--- src/rtl/io_delay_sweep_ctrl_pkg.sv ---
// Shared constants for io_delay_sweep_ctrl: tap/channel geometry, FSM encodings
// and the per-channel slice index helper used for dicnt/docnt packing.
package io_delay_sweep_ctrl_pkg;

  localparam int TAP_W  = 5;
  localparam int NUM_CH = 4;
  localparam int CNT_W  = 16;

  localparam logic [2:0] S_IDLE     = 3'd0;
  localparam logic [2:0] S_WAIT_RDY = 3'd1;
  localparam logic [2:0] S_LOAD     = 3'd2;
  localparam logic [2:0] S_SETTLE   = 3'd3;
  localparam logic [2:0] S_CHECK    = 3'd4;
  localparam logic [2:0] S_DWELL    = 3'd5;
  localparam logic [2:0] S_FINISH   = 3'd6;

  // Low bit of channel ch's tap field in the packed dicnt/docnt buses.
  function automatic int ch_lo(input logic [1:0] ch);
    return TAP_W * int'(ch);
  endfunction

endpackage

--- src/rtl/io_delay_sweep_ctrl_counter.sv ---
// Free-running cycle counter with synchronous clear, used for settle/dwell timing.
module io_delay_sweep_ctrl_counter #(
  parameter int COUNT_WIDTH = 16
) (
  input  logic                   clk,
  input  logic                   rst,
  input  logic                   i_clr,
  input  logic                   i_en,
  output logic [COUNT_WIDTH-1:0] o_count
);

  logic [COUNT_WIDTH-1:0] r_count;

  always_ff @(posedge clk or posedge rst) begin
    if (rst) begin
      r_count <= '0;
    end else if (i_clr) begin
      r_count <= '0;
    end else if (i_en) begin
      r_count <= r_count + 1'b1;
    end
  end

  assign o_count = r_count;

endmodule

--- src/rtl/io_delay_sweep_ctrl.sv ---
// IO delay tap load/sweep controller for four delay channels.
// Define IO_DELAY_SWEEP_VERIFY_EN to enable the settle + readback-compare step.
module io_delay_sweep_ctrl
  import io_delay_sweep_ctrl_pkg::*;
#(
  parameter int unsigned DWELL_CYCLES  = 1024,
  parameter int unsigned SETTLE_CYCLES = 4
) (
  input  logic                    clk,
  input  logic                    rst,
  input  logic                    dly_rdy,
  input  logic                    cmd_valid,
  output logic                    cmd_ready,
  input  logic [1:0]              cmd_ch,
  input  logic                    cmd_sweep,
  input  logic [TAP_W-1:0]        cmd_tap,
  input  logic                    abort,
  output logic [NUM_CH-1:0]       ldcnt,
  output logic [NUM_CH*TAP_W-1:0] dicnt,
  input  logic [NUM_CH*TAP_W-1:0] docnt,
  output logic                    busy,
  output logic                    done,
  output logic                    err,
  output logic [TAP_W-1:0]        cur_tap
);

  localparam logic [CNT_W-1:0] DWELL_LAST  = CNT_W'(DWELL_CYCLES - 1);
  localparam logic [CNT_W-1:0] SETTLE_LAST = CNT_W'(SETTLE_CYCLES - 1);

  logic [2:0]              r_state;
  logic [2:0]              w_next;
  logic [1:0]              r_ch;
  logic                    r_sweep;
  logic [TAP_W-1:0]        r_end;
  logic [TAP_W-1:0]        r_tap;
  logic [TAP_W-1:0]        w_load_tap;
  logic [NUM_CH*TAP_W-1:0] r_dicnt;
  logic                    w_accept;
  logic                    w_clr;
  logic                    w_en;
  logic [CNT_W-1:0]        w_cnt;
  logic [CNT_W-1:0]        w_cnt_last;
  logic                    w_cnt_hit;

  assign cmd_ready  = (r_state == S_IDLE);
  assign w_accept   = cmd_valid & cmd_ready & ~abort;
  assign w_cnt_last = (r_state == S_SETTLE) ? SETTLE_LAST : DWELL_LAST;
  assign w_cnt_hit  = (w_cnt == w_cnt_last);
  assign w_load_tap = (r_state == S_DWELL) ? r_tap + 5'd1 : r_tap;

  always_comb begin
    w_next = r_state;
    case (r_state)
      S_IDLE:     if (w_accept) w_next = S_WAIT_RDY;
      S_WAIT_RDY: if (dly_rdy) w_next = S_LOAD;
`ifdef IO_DELAY_SWEEP_VERIFY_EN
      S_LOAD:     w_next = S_SETTLE;
`else
      S_LOAD:     w_next = r_sweep ? S_DWELL : S_FINISH;
`endif
      S_SETTLE:   if (w_cnt_hit) w_next = S_CHECK;
      S_CHECK:    w_next = r_sweep ? S_DWELL : S_FINISH;
      S_DWELL:    if (w_cnt_hit) w_next = (r_tap == r_end) ? S_FINISH : S_LOAD;
      S_FINISH:   w_next = S_IDLE;
      default:    w_next = S_IDLE;
    endcase
    if (abort) w_next = S_IDLE;
  end

  // Counter restarts from 0 on every state change, so w_cnt is cycles-in-state.
  assign w_clr = (w_next != r_state);
  assign w_en  = (r_state == S_SETTLE) || (r_state == S_DWELL);

  io_delay_sweep_ctrl_counter #(
    .COUNT_WIDTH(CNT_W)
  ) u_counter (
    .clk    (clk),
    .rst    (rst),
    .i_clr  (w_clr),
    .i_en   (w_en),
    .o_count(w_cnt)
  );

  always_ff @(posedge clk or posedge rst) begin
    if (rst) begin
      r_state <= S_IDLE;
      r_ch    <= '0;
      r_sweep <= 1'b0;
      r_end   <= '0;
      r_tap   <= '0;
      r_dicnt <= '0;
    end else begin
      r_state <= w_next;
      if (w_accept) begin
        r_ch    <= cmd_ch;
        r_sweep <= cmd_sweep;
        r_end   <= cmd_tap;
        r_tap   <= cmd_sweep ? '0 : cmd_tap;
      end else if ((r_state == S_DWELL) && (w_next == S_LOAD)) begin
        r_tap <= w_load_tap;
      end
      // dicnt is written on entry to LOAD so it is stable alongside the strobe.
      if (w_next == S_LOAD) begin
        r_dicnt[ch_lo(r_ch) +: TAP_W] <= w_load_tap;
      end
    end
  end

`ifdef IO_DELAY_SWEEP_VERIFY_EN
  logic r_err;

  always_ff @(posedge clk or posedge rst) begin
    if (rst) begin
      r_err <= 1'b0;
    end else if (w_accept) begin
      r_err <= 1'b0;
    end else if ((r_state == S_CHECK) && (docnt[ch_lo(r_ch) +: TAP_W] != r_tap)) begin
      r_err <= 1'b1;
    end
  end

  assign err = r_err;
`else
  logic w_unused_docnt;
  assign w_unused_docnt = ^docnt;
  assign err = 1'b0;
`endif

  assign ldcnt   = (r_state == S_LOAD) ? (4'b0001 << r_ch) : '0;
  assign dicnt   = r_dicnt;
  assign busy    = (r_state != S_IDLE);
  assign done    = (r_state == S_FINISH);
  assign cur_tap = r_tap;

endmodule

--- config.mk ---
export PLATFORM = sky130hd
export DESIGN_NAME = io_delay_sweep_ctrl
export DESIGN_NICKNAME = d
export VERILOG_FILES = /design/src/rtl/io_delay_sweep_ctrl_pkg.sv /design/src/rtl/io_delay_sweep_ctrl_counter.sv /design/src/rtl/io_delay_sweep_ctrl.sv
export SDC_FILE = /design/constraint.sdc
export NUM_CORES = 1
export LEC_CHECK = 0
export CAP_MARGIN = 20
export CORE_AREA = 2 2 72 74
export CTS_BUF_LIST = sky130_fd_sc_hd__clkbuf_8
export CTS_CLUSTER_DIAMETER = 80
export DETAILED_ROUTE_END_ITERATION = 16
export DIE_AREA = 0 0 74 76
export DONT_BUFFER_PORTS = 1
export PLACE_DENSITY = 0.76
export SLEW_MARGIN = 40
export SYNTH_ARGS = -nofsm -noshare
export SYNTH_HDL_FRONTEND = slang
export SYNTH_SLANG_ARGS = --single-unit
--- constraint.sdc ---
create_clock -name clk -period 3.1 [get_ports clk]
set_input_delay 0.93 -clock clk [delete_from_list [all_inputs] [get_ports clk]]
set_output_delay 0.93 -clock clk [all_outputs]
set_load 0.03 [all_outputs]
==> flow_metrics.tcl <==
set metrics [dict create \
    first_pass_grt_wire_length_um 10100 \
    cts.reportedPaths.clkPinSlew_ns 0.09 \
    cts-root-buf "sky130_fd_sc_hd__clkbuf_8" \
    worst-setup-path-type "flip-flop to flip-flop" \
    ios 66 \
    largest_net_degree_at_the_start_of_global_routing 33 \
    synth_warnings 0 \
    core_sq_mm 0.00491 \
    antenna-diode-count 0 \
    dp.final_hpwl_um 4280 \
    final_util_pct 62.8 \
    max_freq_mhz 352 \
    cts.sinks 52 \
    worstMarginPinSlew_ns 0.595 \
    dieArea_sq_mm 0.00562 \
    post-route-period-util_pct 91.6 \
    rows 26 \
    drt-pass1-iter-count 4 \
    route.vias.total 2172 \
    post-route-min-period_ns 2.84 \
    power.leakage_uw 0.00128 \
    n_fill_cell 397 \
    setup.worst_path.end_class "flip-flop" \
    seqCellArea_sq_mm 0.00130 \
    grt_pass1_vias 2189 \
    tritoncts "done" \
    slew_viol_final 0 \
    timing.critical_path.fanout_max 9 \
    netlist_instances 301 \
    number_of_enable_flip_flop_cells_after_synthesis 0 \
    yosysSeqAreaShare_pct 45.0 \
    worstSetupStartpointType "flip-flop" \
    finalSetupViolCount 0 \
    finalClockSkew_ns 0.0112 \
    drt-total-wl_um 5880 \
    post-route-drc-count 0 \
    vdd_ir_drop_max_v 0.000316 \
    hp-class "primary input to async pin" \
    grt_antenna_before_repair 0 \
    worstSkewPairLatency_ns 0.30 \
    layout-drive-gt1-share_pct 11.9 \
    synth.avg_cell_area_sq_um 9.60 \
    finalSetupTns_ns 0 \
    die_y_um 76 \
    drt-wirelength-per-cell_um 15.8 \
    floorplan.initialDensity_pct 58.8 \
    fin_nets 345 \
    multiInputGateArea_sq_mm 0.00149 \
    cts-buffers-inserted 5 \
    groute.usage.overall_pct 22.7 \
    place.gp.congestion 0.862 \
    maxSlewHeadroom_pct 60.0 \
    antenna_left 0 \
    setup_repair_after_global_routing_missed_its_margin "no" \
    cts.hold.buffers_added 0 \
    detailedRoute.firstIterationViolations 146 \
    synth-main-ff-cell "sky130_fd_sc_hd__dfrtp_1" \
    outcome "finished, final reports clean" \
    hold_violations 0 \
    synth_area_sq_mm 0.00289 \
    setup_repair_bufs_after_cts 0 \
    cp.arrival_ns 3.03 \
    global_route.overflow_total 0 \
    syn_to_final_growth_pct 6.75 \
    synth.distinct_cells 48 \
    yosys_register_bits 52 \
    synthArstFlopShare_pct 100 \
    crit_required_ns 3.29 \
    ctsResizeCount 0 \
    max_cap_violations 0 \
    port_buffers 0 \
    cts_max_path_buffers 2 \
    pwr_density_cell_mw_per_mm2 779 \
    postSynthNetCount 343 \
    viasPerCell 5.82 \
    cts_htree_levels 2 \
    dieWidth_um 74 \
]
cells in the mapped netlist, drive strengths merged (8+ instances only):
cell | count | share of area, %
xnor2 | 16 | 4.8
nand3 | 8 | 1.4
xor2 | 13 | 3.9
ha | 9 | 3.9
buf | 8 | 1.9
nand4 | 12 | 3.5
nor2 | 29 | 4.6
dfrtp | 52 | 45
inv | 9 | 1.2
o21ai | 9 | 1.6
nand2 | 59 | 7.7
o31ai | 20 | 5.2
metal layers:
| metal | vias to the layer above | routed length [um] | GRT usage [%] |
|---|---|---|---|
| li1 | 1052 | - | - |
| met3 | 9 | 290 | 5.03 |
| met4 | 0 | 71 | 5.45 |
| met1 | 1056 | 2450 | 28.6 |
| met2 | 55 | 3070 | 39.0 |
| met5 | - | 0 | 0 |
sequential cells by signal, indices dropped and copies added (netlist names):
register and count:
r_sweep 1, dicnt 20, r_state 3, u_counter.o_count 16, r_ch 2, r_end 5
cur_tap 5
logic make-up (layout without fill, tap and decap cells):
| family | count (synthesis) | in the layout | share of synthesized area, % |
|---|---|---|---|
| simple gates | 143 | 143 | 25.9 |
| flops | 52 | 52 | 45.0 |
| compound gates | 46 | 46 | 12.4 |
| xor+xnor | 29 | 29 | 8.79 |
| buf+inv | 20 | 22 | 3.46 |
| fa+ha+maj | 9 | 9 | 3.90 |
| other cells | 1 | 1 | 0.130 |
| mux | 1 | 1 | 0.346 |
stage by stage:
stage | hold slack [ns] | setup WS [ns] | area (sq um) | std cells | total power [uW]
6_report | 0.485 | 0.262 | 3090 | 373 | 2400
5_1_grt | 0.501 | 0.0908 | 3090 | 373 | 2550
4_1_cts | 0.492 | 0.246 | 3090 | 373 | 2420
3_5_place_dp | 0.484 | 0.329 | 2960 | 366 | 1870
3_3_place_gp | 0.480 | 0.109 | 2950 | 365 | 1840
2_1_floorplan | 0.467 | 0.513 | 2890 | 301 | 1700
cell type report:
cell class	count	share of cell area, %
well taps	70	2.84
multi-input cells	229	48.3
flip-flops and latches	52	42.2
inverters	9	1.09
clock inverters	2	1.95
repair buffers	6	1.46
clock buffers	5	2.23
power by group:
| part | internal [uW] | switching (uW) | total (uW) |
|---|---|---|---|
| logic | 266 | 522 | 788 |
| registers | 797 | 282 | 1080 |
| clock network | 318 | 219 | 537 |
| total | 1380 | 1020 | 2400 |
critical path, stage by stage, from the launching register on:
cell and delay [ns]:
sky130_fd_sc_hd__dfrtp_1 0.43, sky130_fd_sc_hd__ha_1 0.24, sky130_fd_sc_hd__or4b_4 0.50, sky130_fd_sc_hd__nor4_4 0.33, sky130_fd_sc_hd__o2111ai_2 0.20, sky130_fd_sc_hd__a21o_1 0.24
sky130_fd_sc_hd__a22oi_2 0.43, sky130_fd_sc_hd__buf_4 0.28, sky130_fd_sc_hd__nor2_1 0.06
worst paths after layout:
| path | from | slack [ns] | endpoint | cells past startpoint |
|---|---|---|---|---|
| worst max register to register | u_counter.o_count[0] | 0.26 | u_counter.o_count[15] | 8 |
| min in group clk | r_end[4] | 0.51 | r_end[4] | 2 |
| worst max-delay path | u_counter.o_count[0] | 0.26 | u_counter.o_count[15] | 8 |
| worst min register to register | r_end[4] | 0.51 | r_end[4] | 2 |
| max in group asynchronous | rst | 1.83 | r_sweep | 2 |
| worst min-delay path | rst | 0.48 | dicnt[0] | 1 |
cells in the final DEF (no fill, tap or decap), types with 4 or more instances in the layout:
cell / netlist / final
sky130_fd_sc_hd__nand4_1: 8 / 8
sky130_fd_sc_hd__nand3_1: 8 / 8
sky130_fd_sc_hd__buf_4: 2 / 6
sky130_fd_sc_hd__dfrtp_1: 52 / 52
sky130_fd_sc_hd__nand4_2: 4 / 4
sky130_fd_sc_hd__nand3b_1: 5 / 5
sky130_fd_sc_hd__nor2_2: 10 / 10
sky130_fd_sc_hd__xor2_1: 13 / 13
sky130_fd_sc_hd__o31ai_1: 20 / 20
sky130_fd_sc_hd__nand2_1: 58 / 58
sky130_fd_sc_hd__inv_1: 9 / 8
sky130_fd_sc_hd__nor3_1: 7 / 7
sky130_fd_sc_hd__o21ai_0: 5 / 5
sky130_fd_sc_hd__or3_1: 4 / 4
sky130_fd_sc_hd__clkbuf_8: 0 / 5
sky130_fd_sc_hd__ha_1: 9 / 9
sky130_fd_sc_hd__o21ai_1: 4 / 4
sky130_fd_sc_hd__and3_1: 7 / 7
sky130_fd_sc_hd__nor2_1: 19 / 19
sky130_fd_sc_hd__xnor2_1: 16 / 16
Note: power is estimated with default switching activity, not from simulation.
